[src/rtl/numberguess_pkg.sv]
// Shared types, constants and guess-conversion helpers for the number-guessing game.
// The BCD helpers are only called when KEYIN_BCD_EN is defined.
package numberguess_pkg;

    localparam int unsigned GUESS_W   = 8;
    localparam int unsigned DIP_W     = 10;
    localparam int unsigned MAX_GUESS = 99;

    typedef enum logic [1:0] {
        IDLE         = 2'd0,
        PRESS_WAIT   = 2'd1,
        HELD         = 2'd2,
        RELEASE_WAIT = 2'd3
    } keyin_state_t;

    function automatic logic bin_key_ok(input logic [DIP_W-1:0] key);
        return (key <= DIP_W'(MAX_GUESS));
    endfunction

    function automatic logic [GUESS_W-1:0] bin_key_value(input logic [DIP_W-1:0] key);
        return key[GUESS_W-1:0];
    endfunction

    // Two decimal digits in [7:4]/[3:0]; the top switches must be off.
    function automatic logic bcd_key_ok(input logic [DIP_W-1:0] key);
        return (key[9:8] == 2'b00) && (key[7:4] <= 4'd9) && (key[3:0] <= 4'd9);
    endfunction

    function automatic logic [GUESS_W-1:0] bcd_key_value(input logic [DIP_W-1:0] key);
        return GUESS_W'(key[7:4]) * 8'd10 + GUESS_W'(key[3:0]);
    endfunction

endpackage

[src/rtl/sync2.sv]
// Parameterised-width two-flop synchroniser with asynchronous active-high reset.
module sync2 #(
    parameter int W = 1
) (
    input  logic         clk,
    input  logic         rst,
    input  logic [W-1:0] d,
    output logic [W-1:0] q
);

    logic [W-1:0] meta_r;
    logic [W-1:0] sync_r;

    // Two-stage capture of the asynchronous input.
    always_ff @(posedge clk or posedge rst) begin
        if (rst) begin
            meta_r <= {W{1'b0}};
            sync_r <= {W{1'b0}};
        end else begin
            meta_r <= d;
            sync_r <= meta_r;
        end
    end

    assign q = sync_r;

endmodule

[src/rtl/keyin_debounce.sv]
// Synchronises and debounces the enter key, captures DIP once per debounced press.
// Define KEYIN_BCD_EN to read DIP as two BCD digits instead of a binary value.
module keyin_debounce
    import numberguess_pkg::*;
#(
    parameter int DEBOUNCE_CYCLES = 500000,
    parameter int CNT_W           = 19
) (
    input  logic               clk,
    input  logic               rst,
    input  logic               enter,
    input  logic [DIP_W-1:0]   DIP,
    output logic [GUESS_W-1:0] datain,
    output logic               valid,
    output logic               badkey
);

    localparam logic [CNT_W-1:0] CNT_LAST = CNT_W'(DEBOUNCE_CYCLES - 1);
    localparam logic [CNT_W-1:0] CNT_ONE  = CNT_W'(1);
    localparam logic [CNT_W-1:0] CNT_ZERO = {CNT_W{1'b0}};

    logic               enter_s;
    logic [DIP_W-1:0]   dip_s;

    keyin_state_t       state_r;
    keyin_state_t       state_nxt_s;
    logic [CNT_W-1:0]   cnt_r;
    logic [CNT_W-1:0]   cnt_nxt_s;
    logic               capture_s;
    logic               accept_s;
    logic [GUESS_W-1:0] value_s;

    logic [GUESS_W-1:0] datain_r;
    logic               valid_r;
    logic               badkey_r;

    sync2 #(.W(1)) u_sync_enter (
        .clk (clk),
        .rst (rst),
        .d   (enter),
        .q   (enter_s)
    );

    sync2 #(.W(DIP_W)) u_sync_dip (
        .clk (clk),
        .rst (rst),
        .d   (DIP),
        .q   (dip_s)
    );

    // Debounce FSM next state; the counter restarts on every state change.
    always_comb begin
        state_nxt_s = state_r;
        cnt_nxt_s   = cnt_r;
        capture_s   = 1'b0;
        case (state_r)
            IDLE: begin
                cnt_nxt_s = CNT_ZERO;
                if (enter_s) begin
                    state_nxt_s = PRESS_WAIT;
                end else begin
                    state_nxt_s = IDLE;
                end
            end
            PRESS_WAIT: begin
                if (!enter_s) begin
                    state_nxt_s = IDLE;
                    cnt_nxt_s   = CNT_ZERO;
                end else if (cnt_r == CNT_LAST) begin
                    state_nxt_s = HELD;
                    cnt_nxt_s   = CNT_ZERO;
                    capture_s   = 1'b1;
                end else begin
                    cnt_nxt_s   = cnt_r + CNT_ONE;
                end
            end
            HELD: begin
                cnt_nxt_s = CNT_ZERO;
                if (!enter_s) begin
                    state_nxt_s = RELEASE_WAIT;
                end else begin
                    state_nxt_s = HELD;
                end
            end
            RELEASE_WAIT: begin
                // A bounce back high resumes HELD, so it can never count as a new press.
                if (enter_s) begin
                    state_nxt_s = HELD;
                    cnt_nxt_s   = CNT_ZERO;
                end else if (cnt_r == CNT_LAST) begin
                    state_nxt_s = IDLE;
                    cnt_nxt_s   = CNT_ZERO;
                end else begin
                    cnt_nxt_s   = cnt_r + CNT_ONE;
                end
            end
            default: begin
                state_nxt_s = IDLE;
                cnt_nxt_s   = CNT_ZERO;
            end
        endcase
    end

    // Range check and conversion of the sampled switch value.
    always_comb begin
`ifdef KEYIN_BCD_EN
        accept_s = bcd_key_ok(dip_s);
        value_s  = bcd_key_value(dip_s);
`else
        accept_s = bin_key_ok(dip_s);
        value_s  = bin_key_value(dip_s);
`endif
    end

    // FSM state and debounce counter registers.
    always_ff @(posedge clk or posedge rst) begin
        if (rst) begin
            state_r <= IDLE;
            cnt_r   <= CNT_ZERO;
        end else begin
            state_r <= state_nxt_s;
            cnt_r   <= cnt_nxt_s;
        end
    end

    // Registered guess outputs: one strobe per capture, datain held otherwise.
    always_ff @(posedge clk or posedge rst) begin
        if (rst) begin
            datain_r <= {GUESS_W{1'b0}};
            valid_r  <= 1'b0;
            badkey_r <= 1'b0;
        end else begin
            valid_r  <= capture_s && accept_s;
            badkey_r <= capture_s && !accept_s;
            if (capture_s && accept_s) begin
                datain_r <= value_s;
            end else begin
                datain_r <= datain_r;
            end
        end
    end

    assign datain = datain_r;
    assign valid  = valid_r;
    assign badkey = badkey_r;

endmodule

[config.mk]
export PLATFORM = sky130hd
export DESIGN_NAME = keyin_debounce
export DESIGN_NICKNAME = d
export VERILOG_FILES = /design/src/rtl/numberguess_pkg.sv /design/src/rtl/sync2.sv /design/src/rtl/keyin_debounce.sv
export SDC_FILE = /design/constraint.sdc
export NUM_CORES = 1
export LEC_CHECK = 0
export ABC_AREA = 1
export BUFFER_PORTS_ARGS = -buffer_cell sky130_fd_sc_hd__buf_2
export CAP_MARGIN = 20
export CORE_MARGIN = 2
export CORE_UTILIZATION = 30
export CTS_BUF_LIST = sky130_fd_sc_hd__clkbuf_8
export CTS_CLUSTER_DIAMETER = 30
export DETAILED_ROUTE_END_ITERATION = 8
export HOLD_SLACK_MARGIN = 0.1
export SLEW_MARGIN = 25
export SYNTH_ARGS = -nofsm -noshare
export SYNTH_HDL_FRONTEND = slang
export SYNTH_SLANG_ARGS = --single-unit
[constraint.sdc]
create_clock -name clk -period 1.34 [get_ports clk]
set_input_delay 0.134 -clock clk [delete_from_list [all_inputs] [get_ports clk]]
set_output_delay 0.134 -clock clk [all_outputs]
set_load 0.05 [all_outputs]
== Yosys cells after proc, flatten, opt, wreduce, memory -nomap -nowiden ==
Cells that the tools add are included.

* Add/sub/neg operators: 1
* Order comparisons: 1
* Equal/unequal tests: 6
* Multiplexer cells: 14
* Reduce and logical (&&, ||, !) cells: 6

{| class="wikitable"
|+ Operators by type and width
! cell !! count
|-
| two-way mux 19 bit || 3
|-
| one-hot mux 19 bit (3 select lines) || 1
|-
| adder 19 x 1 -> 19 bit (second input constant) || 1
|-
| equality test 19 bit (second input constant) || 1
|-
| less-or-equal comparator 10 x 7 -> 1 bit (second input constant) || 1
|-
| two-way mux 2 bit || 4
|-
| one-hot mux 2 bit (4 select lines) || 1
|-
| two-way mux 1 bit || 5
|-
| equality test 2 bit (second input constant) || 2
|-
| != test 3 x 2 -> 1 bit (second input constant) || 1
|-
| != test 3 bit (second input constant) || 1
|-
| equality test 2 x 1 -> 1 bit (second input constant) || 1
|-
| logical AND 1 bit || 2
|-
| logical NOT 2 bit || 1
|-
| AND reduction 2 bit || 1
|-
| OR reduction 2 bit || 1
|-
| logical NOT 1 bit || 1
|}

* Flip-flop bits (word level): 53
* Output and inout port bits: 10

== Depth between registers and ports, before layout ==
Gate-level depths: netlist of run 1.

* Depth in word-level cells: 5
* Depth in mapped cells: 9
* Depth with buffers taken out: 9

== Cells and area by module ==
From an unflattened synthesis of run 1, not the netlist that was laid out.

* Cells, all modules: 232
* Area total of the unflattened synthesis: 2177.1 um2

{| class="wikitable"
|+ By module, submodules not included
! module !! instances !! cells an instance !! area each (um2) !! sequential area each (um2)
|-
| keyin_debounce || 1 || 208 || 1619.1 || 775.7
|-
| sync2 (u_sync_dip) || 1 || 21 || 504.2 || 500.5
|-
| sync2 (u_sync_enter) || 1 || 3 || 53.8 || 50.0
|}

== Worst setup path after synthesis of run 1 ==
Ideal clock, no wire load.

* Path type: reg-to-reg
* Start: register cnt_r[0]
* End: register cnt_r[5]
* Library setup time: 0.071 ns
* Arrival time: 1.347 ns
* Slack: -0.078 ns
* Cell stages (with the launch flop): 10
* Clock period less this slack: 1.418 ns
* Path through: dfrtp_1 -> ha_1 -> nand2_1 -> nor2_4 -> nand3_2 -> nor2_4 -> nor2_2 -> inv_2 -> buf_6 -> nor2_1

* Longest elaborated chain between the ends: 4
* Elaborated cells on any way between the ends: 6
* Classes of those cells: 1 x add/sub; 1 x eq/ne; 4 x mux

{| class="wikitable"
|+ Ends and longest elaborated chain
! element !! line !! RTL
|-
| start, declared || keyin_debounce.sv:27 || <nowiki>logic [CNT_W-1:0] cnt_r;</nowiki>
|-
| start signal, assigned || keyin_debounce.sv:122 || <nowiki>cnt_r <= cnt_nxt_s;</nowiki>
|-
| adder 19 x 1 -> 19 bit or equality test 19 bit (tied branches) || -- ||
|-
| two-way mux 19 bit * || keyin_debounce.sv:69, keyin_debounce.sv:90 ||
|-
| two-way mux 19 bit, on equally long branches || keyin_debounce.sv:87, keyin_debounce.sv:66 ||
|-
| one-hot mux 19 bit (3 select lines) * || keyin_debounce.sv:56 || <nowiki>case (state_r)</nowiki>
|-
| via cnt_nxt_s[5] || keyin_debounce.sv:28 || <nowiki>logic [CNT_W-1:0] cnt_nxt_s;</nowiki>
|}

The timed path passes the listed nets; every way through them passes the cells marked *.
A chain may end at the register's enable or synchronous reset.

== Final worst setup path of run 1 ==
* Start: register cnt_r[1]
* End: register cnt_r[15]

The elaborated chain is that of the path after synthesis.

==> results of run 1 <==
-- cells by family (layout without fill, tap and decap cells) --
| logic type | Yosys count | in the layout | synth area share |
|---|---|---|---|
| and+or+nand+nor | 123 | 123 | 0.253 |
| DFF | 53 | 53 | 0.631 |
| buffers and inverters | 26 | 103 | 0.0518 |
| AOI/OAI and AO/OA | 9 | 9 | 0.0244 |
| xor gates and xnor gates | 8 | 8 | 0.0334 |
| adders and majority gates | 1 | 1 | 0.00595 |
-- placed cells by master, fill, tap and decap left out, types with 5 or more instances in the layout --
cell type	n
inv_1	22
nor2_4	9
nor2_1	19
nand2_2	5
buf_2	22
nor2_2	15
buf_4	32
clkbuf_8	5
nand4_1	10
nand2_1	52
dfrtp_1	53
nand3_1	5
dlygate4sd3_1	12
xor2_1	5
-- per-layer routing --
layer	wire (um)	global-route usage
met1	1850	0.146
met5	0	0
met3	145	0.0302
met4	65	0.0503
met2	1970	0.190
-- final cells by class --
type	count	area share
Sequential cell	53	0.442
Multi-Input combinational cell	141	0.274
Timing Repair inverter	1	0.00292
Clock buffer	5	0.0230
Timing Repair Buffer	70	0.175
Clock inverter	3	0.00960
Inverter	24	0.0330
Tap cell	96	0.0401
-- state kept, by name, summed over array words and instances (netlist names), named ones only --
signal and cells:
valid 1, u_sync_enter.meta_r 1, u_sync_dip.meta_r 10, u_sync_dip.q 10
cnt_r 19, datain 8, u_sync_enter.q 1, badkey 1
state_r 1
-- report_power, final --
group          switching (mW)  internal (mW)
combinational          0.0833         0.0673
sequential             0.0154           1.64
clock                   0.568          0.395
total                   0.666           2.10
-- metrics by stage --
step | hold slack [ns] | setup slack (ns) | total power [mW] | util | cells
floorplan | 0.165 | -0.0538 | 1.74 | - | 220
global placement | 0.229 | -0.0940 | 1.78 | 0.379 | 367
detailed placement | 0.224 | -0.135 | 1.79 | 0.379 | 367
CTS | 0.360 | -0.120 | 2.80 | 0.424 | 392
global route | 0.367 | -0.249 | 2.90 | 0.441 | 393
finish | 0.353 | -0.143 | 2.76 | 0.441 | 393
-- worst paths after layout --
path | startpoint | endpoint | slack [ns] | cells after the start
max reg2reg | cnt_r[1]$_DFF_PP0_ | cnt_r[15]$_DFF_PP0_ | -0.14 | 9
max in group asynchronous | rst | u_sync_dip.meta_r[1]$_DFF_PP0_ | 0.69 | 4
min reg2reg | u_sync_enter.meta_r$_DFF_PP0_ | u_sync_enter.q$_DFF_PP0_ | 0.35 | 0
max | cnt_r[1]$_DFF_PP0_ | cnt_r[15]$_DFF_PP0_ | -0.14 | 9
min in group asynchronous | rst | cnt_r[18]$_DFF_PP0_ | 0.42 | 4
min | u_sync_enter.meta_r$_DFF_PP0_ | u_sync_enter.q$_DFF_PP0_ | 0.35 | 0
-- worst reg2reg max path, delay by kind of cell (launching register included) --
kind                     cells  cell delay [ns]
adder cells (fa/ha/maj)      1             0.20
buffers and inverters        1             0.15
flip-flops                   1             0.38
AND/OR/NAND/NOR              7             0.66
-- cells in the mapped netlist --
master / count / share of area
nor2_1: 39 / 0.070
a21oi_1: 3 / 0.0071
buf_6: 1 / 0.0054
o21ai_0: 4 / 0.0095
nor3_1: 1 / 0.0024
a21boi_0: 1 / 0.0036
inv_1: 23 / 0.041
nand4_1: 10 / 0.030
dfrtp_1: 53 / 0.63
nand2_2: 1 / 0.0030
buf_4: 1 / 0.0036
nor2_4: 2 / 0.011
nand3_1: 7 / 0.017
inv_2: 1 / 0.0018
xnor2_1: 3 / 0.013
nor2_2: 2 / 0.0060
xor2_1: 5 / 0.021
nand3_2: 2 / 0.0095
nand2_1: 59 / 0.11
a21oi_2: 1 / 0.0042
ha_1: 1 / 0.0060
-- repair_timing --
| action | 4_1_cts | 5_1_grt |
|---|---|---|
| gates cloned | 1 | 0 |
| hold buffers | 12 | 0 |
| setup endpoints to repair | 31 | 31 |
| gates resized for setup | 17 | 35 |
| pin swaps | 3 | 3 |
| endpoints found under the hold margin | 64 | 0 |
| buffers inserted | 4 | 2 |
==> reports/metrics.cfg, run 1 <==
[placed_design]
place_area_um2=2570
gp_congestion=0.882
dp.final_hpwl_um=2720
portBuffers=22

[global_route]
grt_max_degree=54
grt_usage=0.116
first_global_vias=1557
grt_pass1_wl_um=6850
antenna_found_initial=0
overflow=0

[timing]
final.min_clock_period_ns=1.48
rsz0062_at_grt=true
final.setup.worst_slack_ns=-0.143
finalSetupTns_ns=-2.64
timing.fmax_mhz=674
final_hold_viol_count=0
max_slew_margin=0.767
finalSetupViolCount=31
worst_slew_pin_slew_ns=0.349
finalClockSkew_ns=0.00506
fin_crit_sh=1.11
slew_viol_final=0

[synth]
netlist_instances=220
ys_ff_latch=53
synth_cell_types=21
yosys_warnings=0
synth_area_per_cell_um2=9.55
yosysSeqAreaShare=0.631
syn_nets=234
synth_area_um2=2100

[floorplan]
die_width_um=87.7
floorplan.rows=30
core_region_area_um2=6790
die_y_um=87.7
io_pins=23
die_area_um2=7690
start_util=0.309

[drt]
wirelength_um=4030
vias=1615
via_per_inst=4.11
firstDrtPassIters=4
drtIter0Drc=51
ant_nets=0
drc=0
wl_per_cell_um=10.2

[clock_network]
clk_latency_ns=0.31
clk_path_buf_depth=2
clkTransAtPathRegs_ns=0.10
numClockSinks=53
tritoncts=built
cts_buffers=5
clock-root-buffer=clkbuf_8
htreeDepth=2

[worst_setup_path]
worstPathArrival_ns=1.69
cp_slowest_cell=dfrtp_1
critPathRequiredTime_ns=1.55
crit_top_cell=nor2_4
crit_family=simple AND/OR/NAND/NOR gates
worst-path-buf-inv=1
critPathCaptureType=flop
startpoint_type=flop
path_cells=ha_2, nand2_2, nor2_4, nand3_2, nor2_4, nor2_4, buf_6, nand2_4, nor2_2
crit_type=flop to flop
slowest_delay_ns=0.38
critPathMaxFanout=5

[power_and_ir_drop]
power.density_nw_per_um2=922
irDropWorstVdd_v=0.000361
leakage_nw=1.43

[finish]
antenna_cells=0
multi_input_area_um2=822
nets=310
fill_cells=669
regArea_um2=1330
final_cell_area_um2=3000
drive_above_1_share=0.364
areaGrowthSynthToFinish_pct=42.7

[outcome]
status=finished, violations left
violations=setup timing

[flow_run]
maxCapViolCount=0

[min_path]
worst_hold_path_type=flop to flop

No activity file was read; power rests on OpenSTA's default activity.
==> run 2: changes to the inputs <==
--- a/config.mk
+++ b/config.mk
@@ -8,7 +8,7 @@
 export ABC_AREA = 1
 export BUFFER_PORTS_ARGS = -buffer_cell sky130_fd_sc_hd__buf_2
 export CAP_MARGIN = 20
-export CORE_MARGIN = 2
+export CORE_MARGIN = 4
 export CORE_UTILIZATION = 30
 export CTS_BUF_LIST = sky130_fd_sc_hd__clkbuf_8
 export CTS_CLUSTER_DIAMETER = 30
==> run 2 against run 1 <==
  * The run still ends with setup timing left
  * Core utilization shrank 1.9 points
  * Via count grew 0.37%
  * Critical path depth grew 1
  * Wire length shrank 0.15%
  * Cell area shrank 4.3%
  * Register-to-register slack is essentially flat
  * Highest routed layer unchanged
==> reports/metrics.cfg, run 2 (synthesis gave the netlist of run 1 again) <==
[timing]
rsz0062_at_grt=true
fin_crit_sh=1.11  ; +0.00648
final.min_clock_period_ns=1.49  ; +0.00868 ns
worst_slew_pin_slew_ns=0.451  ; +0.102 ns
timing.fmax_mhz=670  ; -0.58%
final.setup.worst_slack_ns=-0.151  ; -0.00868 ns
finalSetupTns_ns=-3.09  ; -0.448 ns
slew_viol_final=0  ; unchanged
finalSetupViolCount=30  ; -3.2%
hold_slack_ns=0.357  ; +0.00388 ns
finalClockSkew_ns=0.00596  ; +0.000901 ns
max_slew_margin=0.698  ; -0.0684
final_hold_viol_count=0  ; unchanged

[finish]
nets=307  ; -0.97%
largest_register_ffs=19  ; unchanged
areaGrowthSynthToFinish_pct=36.6
top_register=cnt_r
drive_above_1_share=0.296  ; -0.0677
antenna_cells=0  ; unchanged
layout_common_cells=dfrtp_1, nand2_1, nor2_1
final_cell_area_um2=2870  ; -4.3%
final_common_cell=dfrtp_1

[floorplan]
die_width_um=91.7  ; +4.6%
floorplan.rows=30  ; unchanged
core_region_area_um2=6790  ; unchanged
io_pins=23  ; unchanged
start_util=0.309  ; unchanged
die_area_um2=8410  ; +9.3%
die_y_um=91.7  ; +4.6%

[global_route]
grt_pass1_wl_um=7330  ; +6.9%
overflow=0  ; unchanged
grt_usage=0.107  ; -0.00886
first_global_vias=1626  ; +4.4%
grt_max_degree=36  ; -33%
antenna_found_initial=0  ; unchanged

[power_and_ir_drop]
swShare=0.240  ; -0.00140
combPwrFrac=0.049  ; -0.005
p_int_mw=2.09  ; -0.27%
clockPowerShare=0.351  ; +0.003
p_sw_mw=0.659  ; -1.0%
power.density_nw_per_um2=959  ; +4.0%
irDropWorstVdd_v=0.000418  ; +16%
leakage_nw=1.38  ; -3.1%
p_seq_frac=0.600  ; +0.003

[worst_setup_path]
worstPathArrival_ns=1.70  ; about the same
slowest_delay_ns=0.37  ; about the same
crit_type=flop to flop
critPathMaxFanout=5  ; unchanged
path_cells=ha_2, nand2_2, nor2_4, nand3_2, nor2_4, buf_4, nor2_4, buf_6, nand2_1, nor2_1
critPathCaptureType=flop
crit_top_cell=nor2_4
cp_slowest_cell=dfrtp_1
startpoint_type=flop
worst-path-buf-inv=2  ; +1
crit_family=simple AND/OR/NAND/NOR gates
critPathRequiredTime_ns=1.55  ; about the same

[placed_design]
gp_congestion=0.816  ; -7.5%
dp.final_hpwl_um=2830  ; +4.1%
place_area_um2=2540  ; -1.5%
portBuffers=22  ; unchanged

[clock_network]
clock-root-buffer=clkbuf_8
clk_path_buf_depth=2  ; unchanged
cts_buffers=5  ; unchanged
numClockSinks=53  ; unchanged
clk_latency_ns=0.31  ; about the same
clkTransAtPathRegs_ns=0.10  ; about the same
tritoncts=built
htreeDepth=2  ; unchanged

[drt]
vias=1621  ; +0.37%
drtIter0Drc=100  ; +96%
drc=0  ; unchanged
ant_nets=0  ; unchanged
wl_per_cell_um=10.3  ; +0.62%
wirelength_um=4020  ; -0.15%
firstDrtPassIters=4  ; unchanged
via_per_inst=4.16  ; +1.1%

[outcome]
violations=setup timing
status=finished, violations left

[flow_run]
maxCapViolCount=0  ; unchanged

[min_path]
worst_hold_path_type=input pin to asynchronous set/reset pin

==> run 2: final cells by class <==
class	count	area, um^2
Tap cell	96	120
Clock buffer	5	68.8
Clock inverter	3	28.8
Inverter	24	98.8
Fill cell	677	3930
Sequential cell	53	1330
Timing Repair Buffer	67	495
Multi-Input combinational cell	142	731
==> run 2: worst min-delay path, cell delays in order <==
cell and delay (ns):
dlygate4sd3_1 0.53, buf_2 0.13, clkinvlp_4 0.30
==> run 2: repair_timing <==
item / in CTS / in global routing
gates resized for setup: 11 / 8
setup endpoints to repair: 31 / 31
endpoints found under the hold margin: 29 / 0
pin swaps: 1 / 1
hold buffers: 12 / 0
gates cloned: 0 / 2
buffers inserted: 2 / 4
==> run 2: worst paths after layout <==
kind / start / depth (start not counted) / end / slack (ns)
max reg2reg: cnt_r[1]$_DFF_PP0_ / 10 / cnt_r[18]$_DFF_PP0_ / -0.15
min in group clk: u_sync_dip.meta_r[6]$_DFF_PP0_ / 0 / u_sync_dip.q[6]$_DFF_PP0_ / 0.36
max: cnt_r[1]$_DFF_PP0_ / 10 / cnt_r[18]$_DFF_PP0_ / -0.15
min reg2reg: u_sync_dip.meta_r[6]$_DFF_PP0_ / 0 / u_sync_dip.q[6]$_DFF_PP0_ / 0.36
min: rst / 3 / badkey$_DFF_PP0_ / 0.36
max in group asynchronous: rst / 4 / cnt_r[3]$_DFF_PP0_ / 0.47
==> run 2: power groups by stage <==
| stage | Clock (mW) | Sequential, mW | Combinational [mW] |
|---|---|---|---|
| 6_report | 0.965 | 1.65 | 0.135 |
| 5_1_grt | 1.07 | 1.66 | 0.155 |
| 4_1_cts | 1.00 | 1.65 | 0.137 |
| 3_5_place_dp | 0 | 1.68 | 0.105 |
| 3_3_place_gp | 0 | 1.68 | 0.102 |
| 2_1_floorplan | 0 | 1.68 | 0.0570 |
==> run 2: metrics by stage <==
step,setup WS [ns],util,cells,total power [mW]
after floorplan,-0.0538,-,220,1.74
after global placement,-0.0866,0.373,362,1.78
after detailed placement,-0.150,0.373,362,1.79
after CTS,-0.126,0.412,384,2.79
after global routing,-0.267,0.422,390,2.88
final,-0.151,0.422,390,2.75
==> run 2: metal layers <==
metal	vias to the layer above	routed length (um)	track usage
li1	835	-	-
met5	-	0	0
met1	749	1910	0.140
met2	31	1910	0.174
met3	6	129	0.0180
met4	0	74	0.0515
==> run 3: changes to the inputs <==
--- a/config.mk
+++ b/config.mk
@@ -8,7 +8,6 @@
 export ABC_AREA = 1
 export BUFFER_PORTS_ARGS = -buffer_cell sky130_fd_sc_hd__buf_2
 export CAP_MARGIN = 20
-export CORE_MARGIN = 4
 export CORE_UTILIZATION = 30
 export CTS_BUF_LIST = sky130_fd_sc_hd__clkbuf_8
 export CTS_CLUSTER_DIAMETER = 30
==> constraint.sdc (replaced) <==
create_clock -name clk -period 1.4 [get_ports clk]
set_input_delay 0.14 -clock clk [delete_from_list [all_inputs] [get_ports clk]]
set_output_delay 0.14 -clock clk [all_outputs]
set_load 0.05 [all_outputs]
==> run 3 against run 2 <==
  * The flow still finishes with violations (setup timing)
  * Cell area down 2.1%
  * Clock-buffer cell count stayed put
  * Register-to-register slack better by 0.09 ns
  * Die area is 13% lower
  * Combinational power is essentially flat
  * Highest routed layer unchanged
==> reports/metrics.cfg, run 3 (synthesis gave the netlist of run 1 again) <==
[outcome]
status=finished, violations left
violations=setup timing

[drt]
drc=0  ; unchanged
via_per_inst=4.20  ; +1.2%
firstDrtPassIters=4  ; unchanged
drtIter0Drc=71  ; -29%
vias=1581  ; -2.5%
ant_nets=0  ; unchanged
wl_per_cell_um=10.1  ; -1.6%
wirelength_um=3810  ; -5.2%

[clock_network]
clk_latency_ns=0.31  ; about the same
clkTransAtPathRegs_ns=0.10  ; about the same
clk_path_buf_depth=2  ; unchanged
tritoncts=built
clock-root-buffer=clkbuf_8
cts_buffers=5  ; unchanged
numClockSinks=53  ; unchanged
htreeDepth=2  ; unchanged

[finish]
largest_register_ffs=19  ; unchanged
areaGrowthSynthToFinish_pct=33.7
final_cell_area_um2=2810  ; -2.1%
final_common_cell=dfrtp_1
antenna_cells=0  ; unchanged
nets=293  ; -4.6%
layout_common_cells=dfrtp_1, nand2_1, nor2_1
top_register=cnt_r
fin_util=0.413  ; -0.00902
drive_above_1_share=0.296  ; +0.000510

[placed_design]
gp_congestion=0.796  ; -2.5%
dp.final_hpwl_um=2600  ; -8.0%
portBuffers=22  ; unchanged
place_area_um2=2470  ; -2.5%
dpl_worst_slack_ns=-0.0587  ; +0.0911 ns

[floorplan]
floorplan.rows=30  ; unchanged
die_area_um2=7340  ; -13%
core_region_area_um2=6790  ; unchanged
io_pins=23  ; unchanged
die_width_um=85.7  ; -6.5%
die_y_um=85.7  ; -6.5%
start_util=0.309  ; unchanged

[worst_setup_path]
slowest_delay_ns=0.37  ; about the same
crit_top_cell=nand2_1
critPathRequiredTime_ns=1.61  ; +0.06 ns
crit_path_start=cnt_r[1]$_DFF_PP0_
startpoint_type=flop
rr_startpoint=cnt_r[1]$_DFF_PP0_
critPathCaptureType=flop
worstPathArrival_ns=1.67  ; -0.03 ns
cp_slowest_cell=dfrtp_1
reg2reg_slack_ns=-0.06  ; +0.09 ns
worst-path-buf-inv=1  ; -1
path_cells=ha_2, nand2_2, nor2_4, nand3_2, nor2_4, buf_6, nand2_1, nand2_1, nand2_1
critPathMaxFanout=11  ; +6
rr_worst_depth=9  ; -1
crit_type=flop to flop
cp.depth=9  ; -1
crit_family=simple AND/OR/NAND/NOR gates

[power_and_ir_drop]
p_sw_mw=0.650  ; -1.5%
power.density_nw_per_um2=945  ; -1.4%
combPwrFrac=0.051  ; +0.002
p_seq_frac=0.595  ; -0.005
leakage_nw=1.31  ; -4.9%
swShare=0.245  ; +0.00508
power_mw=2.65  ; -3.5%
irDropWorstVdd_v=0.000435  ; +4.1%
p_int_mw=2.00  ; -4.2%
clockPowerShare=0.354  ; +0.003

[flow_run]
maxCapViolCount=0  ; unchanged

[timing]
final.min_clock_period_ns=1.46  ; -0.0297 ns
hold_slack_ns=0.359  ; +0.00129 ns
finalSetupViolCount=16  ; -47%
final.setup.worst_slack_ns=-0.0617  ; +0.0897 ns
worst_slew_pin_slew_ns=0.439  ; -0.0122 ns
slew_viol_final=0  ; unchanged
rsz0062_at_grt=true
max_slew_margin=0.707  ; +0.00925
final_hold_viol_count=0  ; unchanged
fin_crit_sh=1.04  ; -0.0689
timing.fmax_mhz=684  ; +2.0%
finalClockSkew_ns=0.00593  ; -0.0000226 ns

[global_route]
grt_max_degree=54  ; +50%
overflow=0  ; unchanged
grt_usage=0.110  ; +0.00272
antenna_found_initial=0  ; unchanged
grt_pass1_wl_um=6340  ; -13%
first_global_vias=1435  ; -12%

[min_path]
worst_hold_path_type=flop to flop

-- run 3: cell types whose count changed in the layout (fill, tap and decap cells not counted), moves of 2 or more --
cell     change
buf_4       -13
nor2_4       +3
o21ai_2      +2
nor2_1       -8
nor2_2       +5
-- run 3: cell type report --
| type | instances | area [um^2] |
|---|---|---|
| Multi-Input combinational cell | 141 | 766 |
| Clock buffer | 5 | 68.8 |
| Timing Repair inverter | 1 | 6.26 |
| Timing Repair Buffer | 53 | 393 |
| Fill cell | 680 | 3990 |
| Inverter | 24 | 98.8 |
| Clock inverter | 3 | 28.8 |
| Tap cell | 96 | 120 |
| Sequential cell | 53 | 1330 |
-- run 3: timing repair --
action	in CTS	in global routing
resized for setup	4	32
pin swaps	0	3
buffers inserted	0	1
hold endpoints to repair	64	0
cloned	0	1
hold buffers	12	0
setup endpoints to repair	26	31
-- run 3: power groups by stage --
stage	clock, mW	combinational (mW)	sequential (mW)
2_1_floorplan	0	0.0546	1.61
3_3_place_gp	0	0.0956	1.61
3_5_place_dp	0	0.0981	1.61
4_1_cts	0.966	0.126	1.58
5_1_grt	1.02	0.155	1.59
6_report	0.938	0.136	1.58
-- run 3: routing by layer --
layer	vias to the layer above	share of wire	global-route usage
met5	-	0	0
met1	755	0.49	0.142
met4	0	0.0066	0.0455
met3	4	0.022	0.0183
met2	23	0.48	0.185
li1	799	-	-
-- run 3: how the worst min path moves through the flow --
stage	depth (start not counted)	start	slack, ns	to
after floorplan	0	DIP[0]	0.17	u_sync_dip.meta_r[0]$_DFF_PP0_
after global placement	3	rst	0.23	cnt_r[15]$_DFF_PP0_
after detailed placement	3	rst	0.24	cnt_r[15]$_DFF_PP0_
after CTS	0	u_sync_dip.meta_r[6]$_DFF_PP0_	0.36	u_sync_dip.q[6]$_DFF_PP0_
after global routing	0	u_sync_enter.meta_r$_DFF_PP0_	0.36	u_sync_enter.q$_DFF_PP0_
final	0	u_sync_dip.meta_r[1]$_DFF_PP0_	0.36	u_sync_dip.q[1]$_DFF_PP0_
-- run 3: per-stage QoR --
step	instances	TNS [ns]
6_report	376	-0.687
3_3_place_gp	354	-0.107
2_1_floorplan	220	0
3_5_place_dp	354	-0.733
5_1_grt	376	-3.83
4_1_cts	374	-0.728
-- run 3: worst reg2reg max path, cell delays in order, from the launching register on --
cell and delay [ns]:
dfrtp_1 0.37, ha_2 0.19, nand2_2 0.07, nor2_4 0.11, nand3_2 0.10, nor2_4 0.21, buf_6 0.16, nand2_1 0.05
nand2_1 0.05, nand2_1 0.05
